[config.mk]
export PLATFORM = sky130hd
export DESIGN_NAME = laundry_bay_scheduler
export DESIGN_NICKNAME = d
export VERILOG_FILES = /design/src/rtl/laundry_bay_scheduler.sv
export SDC_FILE = /design/constraint.sdc
export NUM_CORES = 1
export LEC_CHECK = 0
export ABC_AREA = 1
export CORE_MARGIN = 2
export CORE_UTILIZATION = 50
export DETAILED_ROUTE_END_ITERATION = 10
export PLACE_DENSITY = 0.81
export REMOVE_ABC_BUFFERS = 1
export SYNTH_ARGS = -nofsm -noshare
export SYNTH_HDL_FRONTEND = slang
export SYNTH_SLANG_ARGS = --single-unit
[constraint.sdc]
create_clock -name clk -period 4.9 [get_ports clk]
set_clock_uncertainty 0.1 [all_clocks]
set_input_delay 1.47 -clock clk [delete_from_list [all_inputs] [get_ports clk]]
set_output_delay 1.47 -clock clk [all_outputs]
set_load 0.05 [all_outputs]
[src/rtl/laundry_bay_scheduler.sv]
// laundry_bay_scheduler: queues paid wash jobs and dispatches them round-robin to idle machines,
// fencing off machines that never acknowledge a start.
module laundry_bay_scheduler #(
  parameter int NUM_MACHINES = 4,
  parameter int QUEUE_DEPTH = 8,
  parameter int ACK_TIMEOUT = 16
) (
  input  logic                          clk,
  input  logic                          reset,
  input  logic                          req_valid,
  input  logic [1:0]                    req_mode,
  output logic                          req_ready,
  input  logic [NUM_MACHINES-1:0]       machine_idle,
  input  logic [NUM_MACHINES-1:0]       fault_clear,
  output logic [NUM_MACHINES-1:0]       start_pulse,
  output logic [1:0]                    start_mode,
  output logic [$clog2(QUEUE_DEPTH):0]  queue_count,
  output logic [NUM_MACHINES-1:0]       machine_fault,
  output logic [7:0]                    reject_count
);
  localparam int AW = $clog2(QUEUE_DEPTH);
  localparam int PW = $clog2(NUM_MACHINES);
  logic [1:0] mem [QUEUE_DEPTH];
  logic [AW-1:0] head, tail;
  logic [PW-1:0] rr, grant, idx;
  logic [NUM_MACHINES-1:0] reserved, reserved_n, eligible, timeout, grant_oh;
  logic [7:0] timer [NUM_MACHINES];
  logic push, pop;
  logic [9:0] rej_sum;
  assign req_ready = int'(queue_count) < QUEUE_DEPTH;
  assign push = req_valid && req_ready && req_mode != 2'd3;
  assign eligible = machine_idle & ~reserved & ~machine_fault;
  assign pop = queue_count != '0 && |eligible;
  assign grant_oh = pop ? NUM_MACHINES'(1) << grant : '0;
  assign reserved_n = (reserved & machine_idle & ~timeout) | grant_oh;
  // Scan downward so the closest eligible index at or after rr is the last one kept.
  always_comb begin
    grant = '0;
    idx = '0;
    for (int k = NUM_MACHINES - 1; k >= 0; k--) begin
      idx = PW'((int'(rr) + k) % NUM_MACHINES);
      if (eligible[idx]) grant = idx;
    end
  end
  always_comb begin
    timeout = '0;
    for (int k = 0; k < NUM_MACHINES; k++)
      timeout[k] = reserved[k] && machine_idle[k] && timer[k] == 8'(ACK_TIMEOUT - 1);
  end
  // Lost jobs from timeouts and dropped requests can land on the same edge.
  always_comb begin
    rej_sum = {2'b0, reject_count} + {9'b0, req_valid && !push};
    for (int k = 0; k < NUM_MACHINES; k++) rej_sum = rej_sum + {9'b0, timeout[k]};
  end
  always_ff @(posedge clk) begin
    if (push) mem[tail] <= req_mode;
  end
  always_ff @(posedge clk or posedge reset) begin
    if (reset) begin
      head <= '0;
      tail <= '0;
      queue_count <= '0;
      rr <= '0;
      reserved <= '0;
      machine_fault <= '0;
      reject_count <= '0;
      start_pulse <= '0;
      start_mode <= '0;
      for (int k = 0; k < NUM_MACHINES; k++) timer[k] <= '0;
    end else begin
      if (push) tail <= tail + AW'(1);
      if (pop) head <= head + AW'(1);
      if (pop) rr <= grant == PW'(NUM_MACHINES - 1) ? '0 : grant + PW'(1);
      queue_count <= queue_count + (AW+1)'(push) - (AW+1)'(pop);
      start_pulse <= grant_oh;
      start_mode <= pop ? mem[head] : 2'd0;
      reserved <= reserved_n;
      machine_fault <= (machine_fault & ~fault_clear) | timeout;
      reject_count <= rej_sum > 10'd255 ? 8'hff : rej_sum[7:0];
      for (int k = 0; k < NUM_MACHINES; k++)
        timer[k] <= reserved[k] && machine_idle[k] && !timeout[k] ? timer[k] + 8'd1 : 8'd0;
    end
  end
endmodule

; Word-level counts from Yosys, hierarchy flattened
; Memory sizes are Yosys's and may differ from the RTL's.
; Index checks and enable logic that the tools add are counted.
; W data, S select, Z words.
[word_totals]
regBits = 66
ramBits = 16
input_bits = 13
output_inout_bits = 23
word_cells = 100
n_memories = 1
[memory_table]
columns = memory, words, width, read_ports, rd_clocked_by_memory_dff, write_ports, line
row1 = mem, 8, 2, 1, 0, 1, 23  ; logic [1:0] mem [QUEUE_DEPTH];
[classes]
addsub = 17
n_lt_le_gt_ge = 6
eq_ne = 6
shift = 1
n_mux = 22
bitwise_logic = 11
n_reduce_logical = 23
[ops]
columns = op, n
row1 = $mux W8, 5
row2 = $add A8 B1 Y8 const B, 4
row3 = $eq A8 B4 Y1 const B, 4
row4 = $add A10 B1 Y10, 3
row5 = $and A4 B4 Y4, 5
row6 = $logic_and A1 B1 Y1, 16
row7 = $not A4 Y4, 4
row8 = $lt A2 B3 Y1 const B, 4
row9 = $mux W2, 6
row10 = $add A9 B1 Y10, 1
row11 = $gt A10 B8 Y1 const B, 1
row12 = $add A8 B1 Y9, 1
row13 = $bmux W1 S2, 4
row14 = $or A4 B4 Y4, 2
row15 = $add A3 B1 Y3 const B, 2
row16 = $mux W1, 6
row17 = $logic_not A1 Y1, 5
row18 = $add A2 B1 Y2 const B, 2
row19 = $add A2 B2 Y2 const B, 2
row20 = $add A4 B1 Y4, 1
row21 = $lt A4 B4 Y1 const B, 1
row22 = $mux W4, 1
row23 = $reduce_bool A4 Y1, 1
row24 = $reduce_or A4 Y1, 1
row25 = other kinds (4), 4

; Depth between registers and ports, before layout
; Gate-level depths: netlist (run 1).
[logic_depth]
word_depth = 12
mapped_depth = 18
mapped_depth_nobuf = 18

; Least setup slack after synthesis (run 1)
; Ideal clock, no wire load.
[synth_path]
path_type = input to register
start = in machine_idle[0]
end = reg reject_count[2]
setup_time_ns = 0.130
t_arrival_ns = 3.830
required_ns = 4.670
path_slack_ns = 0.840
stages = 15
path_buffers = 0
path_cell_list = nand2_1 nor2_1 fa_1 inv_1 fa_1 inv_1 ha_1 fa_1 nand2_1 inv_1 nor2_1 nor2_1 nand3_1 nand3b_4 o21ai_0
[synth_between]
elab_chain_cells = 8
[synth_rtl]
columns = element, line
row1 = "start, declared", 13  ; input logic [NUM_MACHINES-1:0] machine_idle,
row2 = $logic_and A1 B1 Y1 (*) (2 in a row), 48  ; timeout[k] = reserved[k] && machine_idle[k] && timer[k] == 8'(ACK_TIMEOUT - 1);
row3 = $add A9 B1 Y10 (*), 53  ; for (int k = 0; k < NUM_MACHINES; k++) rej_sum = rej_sum + {9'b0, timeout[k]};
row4 = $add A10 B1 Y10 (*) (3 in a row), 53
row5 = $gt A10 B8 Y1, 79  ; reject_count <= rej_sum > 10'd255 ? 8'hff : rej_sum[7:0];
row6 = $mux W8 (*), 79
row7 = "end signal, assigned", 79
row8 = "end, declared", 19  ; output logic [7:0] reject_count
; Mark *: on every way between the ends. The rest lies on a longest branch, timed or not.
; A chain may end at the register's enable or synchronous reset.

; Worst setup path in the final report (run 1)
; Ends and elaborated chain as after synthesis.

==> flow_summary.yaml, run 1 <==
sta:
  finalCritPeriodShare: 0.911
  maxSlewViolCount: 0
  min_period_ns: 4.46
  relSlewSlack: 0.316
  fin_ws_ns: 0.437
  worst_hold_slack_ns: 0.361
  fmax_ghz: 0.224
  worst_pin_slew_ns: 1.02
  rsz0062_at_grt: "no"
  hold_viol: 0
  setup_viol: 0
  tns_ns: 0
placed_design:
  place_ws_ns: 0.143
  place_congestion: 0.821
  portBuffers: 35
  dpl.cell_count: 564
  placed_area_um2: 4510
  hpwl_mm: 5.43
power_and_ir_drop:
  powerDensity_nw_per_um2: 572
  ir_drop_uv: 527
  leakage_nw: 2.20
synth:
  syn_area_um2: 4050
  synth_edf_count: 16
  yosys-top-cells-area: "dfrtp_1, edfxtp_1, nor2_1"
  yosysTopAreaCellShare: 0.408
  yosys_warnings: 0
  async_flop_share: 0.805
  netlist_instances: 429
  ys_ff_latch: 82
  synth_cell_types: 37
  yosysSeqAreaShare: 0.527
  synth.largest_area_cell: "dfrtp_1"
  syn-mean-instance-area_um2: 9.44
  synth_ff_type: "dfrtp_1"
floorplanning:
  core_um2: 7770
  num_rows: 32
  pin_count: 36
  die_area_um2: 8830
  fp.dieH_um: 94.0
  initial_core_util: 0.521
  die_w_um: 94.0
global_route:
  grt_pass1_wl_mm: 12.4
  grt_use_met2: 0.282
  grt_use_total: 0.183
  grt-busiest-layer: "met2"
  antenna_found_initial: 0
  grt-ovfl-total: 0
  first_global_vias: 2879
  grt_use_met3: 0.0474
  grt_max_degree: 51
  gr-usage-met1: 0.240
cts:
  cts_buffer_depth: 2
  postCtsSetupBuffers: 0
  clock_sinks: 82
  cts_buffers: 9
  clk_latency_ns: 0.35
  h-tree-depth: 3
  cts_resized: 0
  cts_tree: "done"
  root_buffer: "clkbuf_8"
  ctsHoldBuffers: 0
  clk_pin_slew_ns: 0.08
worst_hold_path:
  hp-class: "register to register"
setup_path:
  crit_path_max_incr_delay_ns: 0.55
  crit_fanout: 8
  critPathArrivalTime_ns: 4.59
  path_class: "primary input to register"
  r2r_slack_ns: 1.26
  critPathTopFamily: "adder cells"
  critPathBufInv: 4
  critical_path.cell_chain: "clkdlybuf4s50_1 -> nand2_1 -> nor2_1 -> fa_1 -> inv_1 -> fa_1 -> inv_1 -> ha_1 -> fa_1 -> nand2_1 -> inv_1 -> nor2_1 -> nor2_1 -> nand3_1 -> nand3b_4 -> o21ai_0"
  slowest_stage: "fa_1"
  cp-start-kind: "primary input"
  worstSetupEndpointType: "register"
  critPathRequiredTime_ns: 5.03
routing:
  drt_iter0_drc: 143
  wirelength_mm: 7.28
  ant_nets: 0
  routedWlPerCell_um: 12.5
  vias: 2938
  via_per_inst: 5.07
  drcViolationCount: 0
  dr.pass1.iters: 4
layout:
  design_area_um2: 4730
  drive_gt1_frac: 0.0962
  final_cells: 580
  layout.nets: 509
  antenna_cells: 0
  syn_to_final_growth_pct: 16.9
status:
  status: "complete, no violations"
flow_run:
  max_cap_viol_count: 0
Yosys cell counts, types with 2 or more instances:
master	count
inv_1	57
fa_1	4
nor3b_1	8
xor2_1	9
ha_1	19
nand3_1	20
nand2_1	60
nor3_2	4
a31oi_1	4
o211ai_1	4
buf_6	2
edfxtp_1	16
nand2_2	8
buf_2	2
and3_1	12
nor3_1	12
a21oi_1	11
nand3b_1	2
nand3_2	2
nor2_2	3
inv_2	5
nand4_1	5
nor2_1	64
o21ai_0	14
xnor2_1	2
o22ai_1	3
dfrtp_1	66
o21ai_1	2
worst reg2reg max path, delay by kind of cell, from the launching register on:
family                   cells  cell delay (ns)
buffers and inverters        3             0.17
AND/OR/NAND/NOR              9             0.87
flip-flops                   1             0.40
adder cells (fa/ha/maj)      5             1.88
AO/OA/AOI/OAI                1             0.10
placed cells by master (no fill, tap or decap), types with 2 or more instances in the layout:
cell             Yosys  final
xor2_1               9      9
nand3b_1             2      2
nand3_1             20     20
o211ai_1             4      4
nand2_1             60     60
buf_4                0      2
nor3_1              12     12
nor3b_1              8      8
ha_1                19     19
o21ai_1              2      2
a21oi_1             11     11
nor3_2               4      4
nor2_1              64     64
inv_1               57     56
xnor2_1              2      2
o22ai_1              3      3
and3_1              12     12
dfrtp_1             66     66
fa_1                 4      4
nand3_2              2      2
clkinvlp_4           0      2
clkbuf_8             0     11
inv_2                5      6
a31oi_1              4      4
clkdlybuf4s50_1      0     35
nand4_1              5      5
o21ai_0             14     14
nand2_2              8      8
nor2_2               3      3
edfxtp_1            16     16
where the power goes:
group / internal [mW] / switching [mW] / leakage (nW)
logic: 0.427 / 0.776 / 1.09
clock network: 0.295 / 0.235 / 0.107
registers: 0.843 / 0.132 / 1.01
cells by family after synthesis:
family	Yosys count	synth area share
and+or+nand+nor	203	0.239
DFF	82	0.527
buffers and inverters	68	0.0680
xor gates and xnor gates	12	0.0278
adders and majority gates	23	0.0785
AOI/OAI and AO/OA	41	0.0597
layer usage:
| layer | up-vias | part of all wire | routed length (um) |
|---|---|---|---|
| met5 | - | 0 | 0 |
| met4 | 0 | 0.028 | 205 |
| li1 | 1480 | - | - |
| met3 | 18 | 0.042 | 305 |
| met2 | 56 | 0.46 | 3350 |
| met1 | 1384 | 0.47 | 3410 |
path summary, 6_finish.rpt:
kind / start / endpoint / cells after the start
max in group asynchronous: reset / reserved[0] / 3
hold / removal: timer[16] / timer[16] / 1
min in group asynchronous: reset / timer[7] / 2
setup / recovery: machine_idle[0] / reject_count[2] / 16
hold reg to reg: timer[16] / timer[16] / 1
setup reg to reg: timer[24] / reject_count[2] / 18
final cells by class:
| type | count | area, um2 |
|---|---|---|
| Tap cell | 102 | 128 |
| Sequential cell | 82 | 2130 |
| Clock buffer | 13 | 180 |
| Multi-Input combinational cell | 279 | 1640 |
| Inverter | 64 | 243 |
| Timing Repair Buffer | 37 | 365 |
| Clock inverter | 3 | 45.0 |
| Fill cell | 629 | 3030 |
per-stage QoR:
step / util / total power, mW
floorplan: - / 1.85
global placement: 0.580 / 2.16
detailed placement: 0.580 / 2.18
CTS: 0.609 / 2.73
global route: 0.609 / 2.92
finish: 0.609 / 2.71
registers in the layout, summed over array words and instances, names as in the netlist, 4 cells and up:
register       cells
start_pulse        4
timer             32
machine_fault      4
mem               16
reserved           4
reject_count       8
queue_count        4
(Power assumes the default switching activity.)
==> run 2: changes to the inputs <==
==> constraint.sdc (replaced) <==
create_clock -name clk -period 5.4 [get_ports clk]
set_clock_uncertainty 0.1 [all_clocks]
set_input_delay 1.62 -clock clk [delete_from_list [all_inputs] [get_ports clk]]
set_output_delay 1.62 -clock clk [all_outputs]
set_load 0.05 [all_outputs]
==> run 2 against run 1 <==
Effect of this change:
- worst setup slack better by 0.38 ns
- hold slack got worse by 0.0025 ns
- clock-buffer cell count grew 1
- global-route usage up 0.14 points
- non-clock buffer count shrank 1
- flip-flop and latch count did not move
- critical endpoint unchanged
- largest power group unchanged
==> flow_summary.yaml, run 2 (synthesized netlist as in run 1, its figures left out) <==
status:
  status: "complete, no violations"
placed_design:
  dpl.cell_count: 563
  hpwl_mm: 5.46
  placed_area_um2: 4500
  place_congestion: 0.875
  place_ws_ns: 0.480
  portBuffers: 35
power_and_ir_drop:
  p_clk_frac: 0.189
  ir_drop_uv: 416
  powerDensity_nw_per_um2: 515
  intPower_mw: 1.40
  p_sw_mw: 1.03
  seqPwrFrac: 0.366
  power_frac_comb: 0.445
  leakage_nw: 2.20
  netSwitchingFraction: 0.423
routing:
  vias: 2926
  via_per_inst: 5.05
  routedWlPerCell_um: 12.7
  wirelength_mm: 7.38
  dr.pass1.iters: 4
  drt_iter0_drc: 164
  ant_nets: 0
  drcViolationCount: 0
sta:
  tns_ns: 0
  hold_viol: 0
  setup_viol: 0
  relSlewSlack: 0.525
  rsz0062_at_grt: "no"
  fmax_ghz: 0.218
  worst_pin_slew_ns: 0.711
  fin_ws_ns: 0.820
  min_period_ns: 4.58
  maxSlewViolCount: 0
  finalCritPeriodShare: 0.848
layout:
  ff_latch_area_um2: 2130
  multi_input_area_um2: 1640
  top_register: "timer"
  mostFrequentLayoutCell: "dfrtp_1"
  top_regs: "timer x32, mem x16, reject_count x8"
  layout.nets: 508
  most-common-layout-cells: "dfrtp_1, nor2_1, nand2_1, inv_1, clkdlybuf4s50_1"
  fill_cells: 656
  final_cells: 579
  syn_to_final_growth_pct: 16.3
  antenna_cells: 0
  drive_gt1_frac: 0.0922
  largest_reg_flops: 32
  design_area_um2: 4710
floorplanning:
  fp.dieH_um: 94.0
  die_w_um: 94.0
  initial_core_util: 0.521
  die_area_um2: 8830
  num_rows: 32
  pin_count: 36
  core_um2: 7770
setup_path:
  path_class: "primary input to register"
  r2r_slack_ns: 1.79
  r2r_cells: 18
  cp-start-kind: "primary input"
  critical_path.cell_chain: "clkdlybuf4s50_1 -> nand2_1 -> nor2_1 -> fa_1 -> inv_1 -> fa_1 -> inv_1 -> ha_1 -> fa_1 -> nand2_1 -> inv_1 -> nor2_1 -> nor2_1 -> nand3_1 -> nand3b_4 -> o21ai_0"
  rr_endpoint: "reject_count[2]"
  critPathArrivalTime_ns: 4.71
  slowest_stage: "fa_1"
  r2r-start: "timer[24]"
  crit_path_max_incr_delay_ns: 0.55
  crit_fanout: 8
  critPathRequiredTime_ns: 5.53
  worstSetupEndpointType: "register"
cts:
  postCtsSetupBuffers: 0
  clk_latency_ns: 0.35
  cts_buffers: 9
  clk_pin_slew_ns: 0.08
  cts_buffer_depth: 2
  h-tree-depth: 3
  root_buffer: "clkbuf_8"
  cts_resized: 0
  ctsHoldBuffers: 0
  clock_sinks: 82
  cts_tree: "done"
global_route:
  first_global_vias: 2846
  grt-ovfl-total: 0
  grt_max_degree: 37
  grt_pass1_wl_mm: 12.4
  antenna_found_initial: 0
  grt_use_total: 0.184
flow_run:
  max_cap_viol_count: 0
worst_hold_path:
  min_from: "timer[24]"
  hp-class: "register to register"
  whs_endpoint: "timer[24]"
  whs_path_depth: 1
## run 2: cell types whose count changed in the layout (fill, tap and decap cells not counted), sizes merged
cell      change
clkinvlp      -2
buf           -1
clkbuf        +1
clkinv        +1
## run 2: metrics by stage
| stage | total power, mW | hold WS [ns] | util |
|---|---|---|---|
| global route | 2.61 | 0.380 | 0.606 |
| detailed placement | 1.98 | 0.345 | 0.579 |
| floorplan | 1.67 | 0.325 | - |
| CTS | 2.44 | 0.356 | 0.606 |
| global placement | 1.95 | 0.337 | 0.579 |
| finish | 2.42 | 0.359 | 0.606 |
## run 2: worst max-delay path, delay by kind of cell
| family | cells | cell delay, ns |
|---|---|---|
| compound gates | 1 | 0.10 |
| fa+ha+maj | 4 | 1.65 |
| buf+inv | 4 | 0.61 |
| simple gates | 7 | 0.73 |
## run 2: routing by layer
metal / vias to the layer above / GRT usage / part of all wire
met1: 1366 / 0.239 / 0.47
met2: 64 / 0.279 / 0.45
met4: 0 / 0.116 / 0.032
met3: 18 / 0.0425 / 0.047
met5: - / 0 / 0
li1: 1478 / - / -
## run 2: layout make-up
class	instances	share of cell area
sequential	82	0.453
multi-input combinational	279	0.348
timing repair buffer	36	0.0760
inverter	64	0.0516
clock buffer	14	0.0367
tap	102	0.0271
clock inverter	2	0.00744
## run 2: worst max-delay path by stage
stage | from | end | slack, ns
after CTS | machine_idle[0] | reject_count[2] | 0.84
after floorplan | machine_idle[0] | reject_count[2] | 1.19
after detailed placement | machine_idle[2] | reject_count[2] | 0.48
final | machine_idle[0] | reject_count[2] | 0.82
after global placement | machine_idle[0] | reject_count[2] | 0.55
after global routing | machine_idle[0] | reject_count[2] | 0.68
## run 2: power by group through the flow
stage	clock network, mW	logic, mW	registers, mW
2_1_floorplan	0	0.597	1.08
3_3_place_gp	0	1.05	0.895
3_5_place_dp	0	1.08	0.895
4_1_cts	0.466	1.09	0.886
5_1_grt	0.487	1.22	0.904
6_report	0.458	1.08	0.887
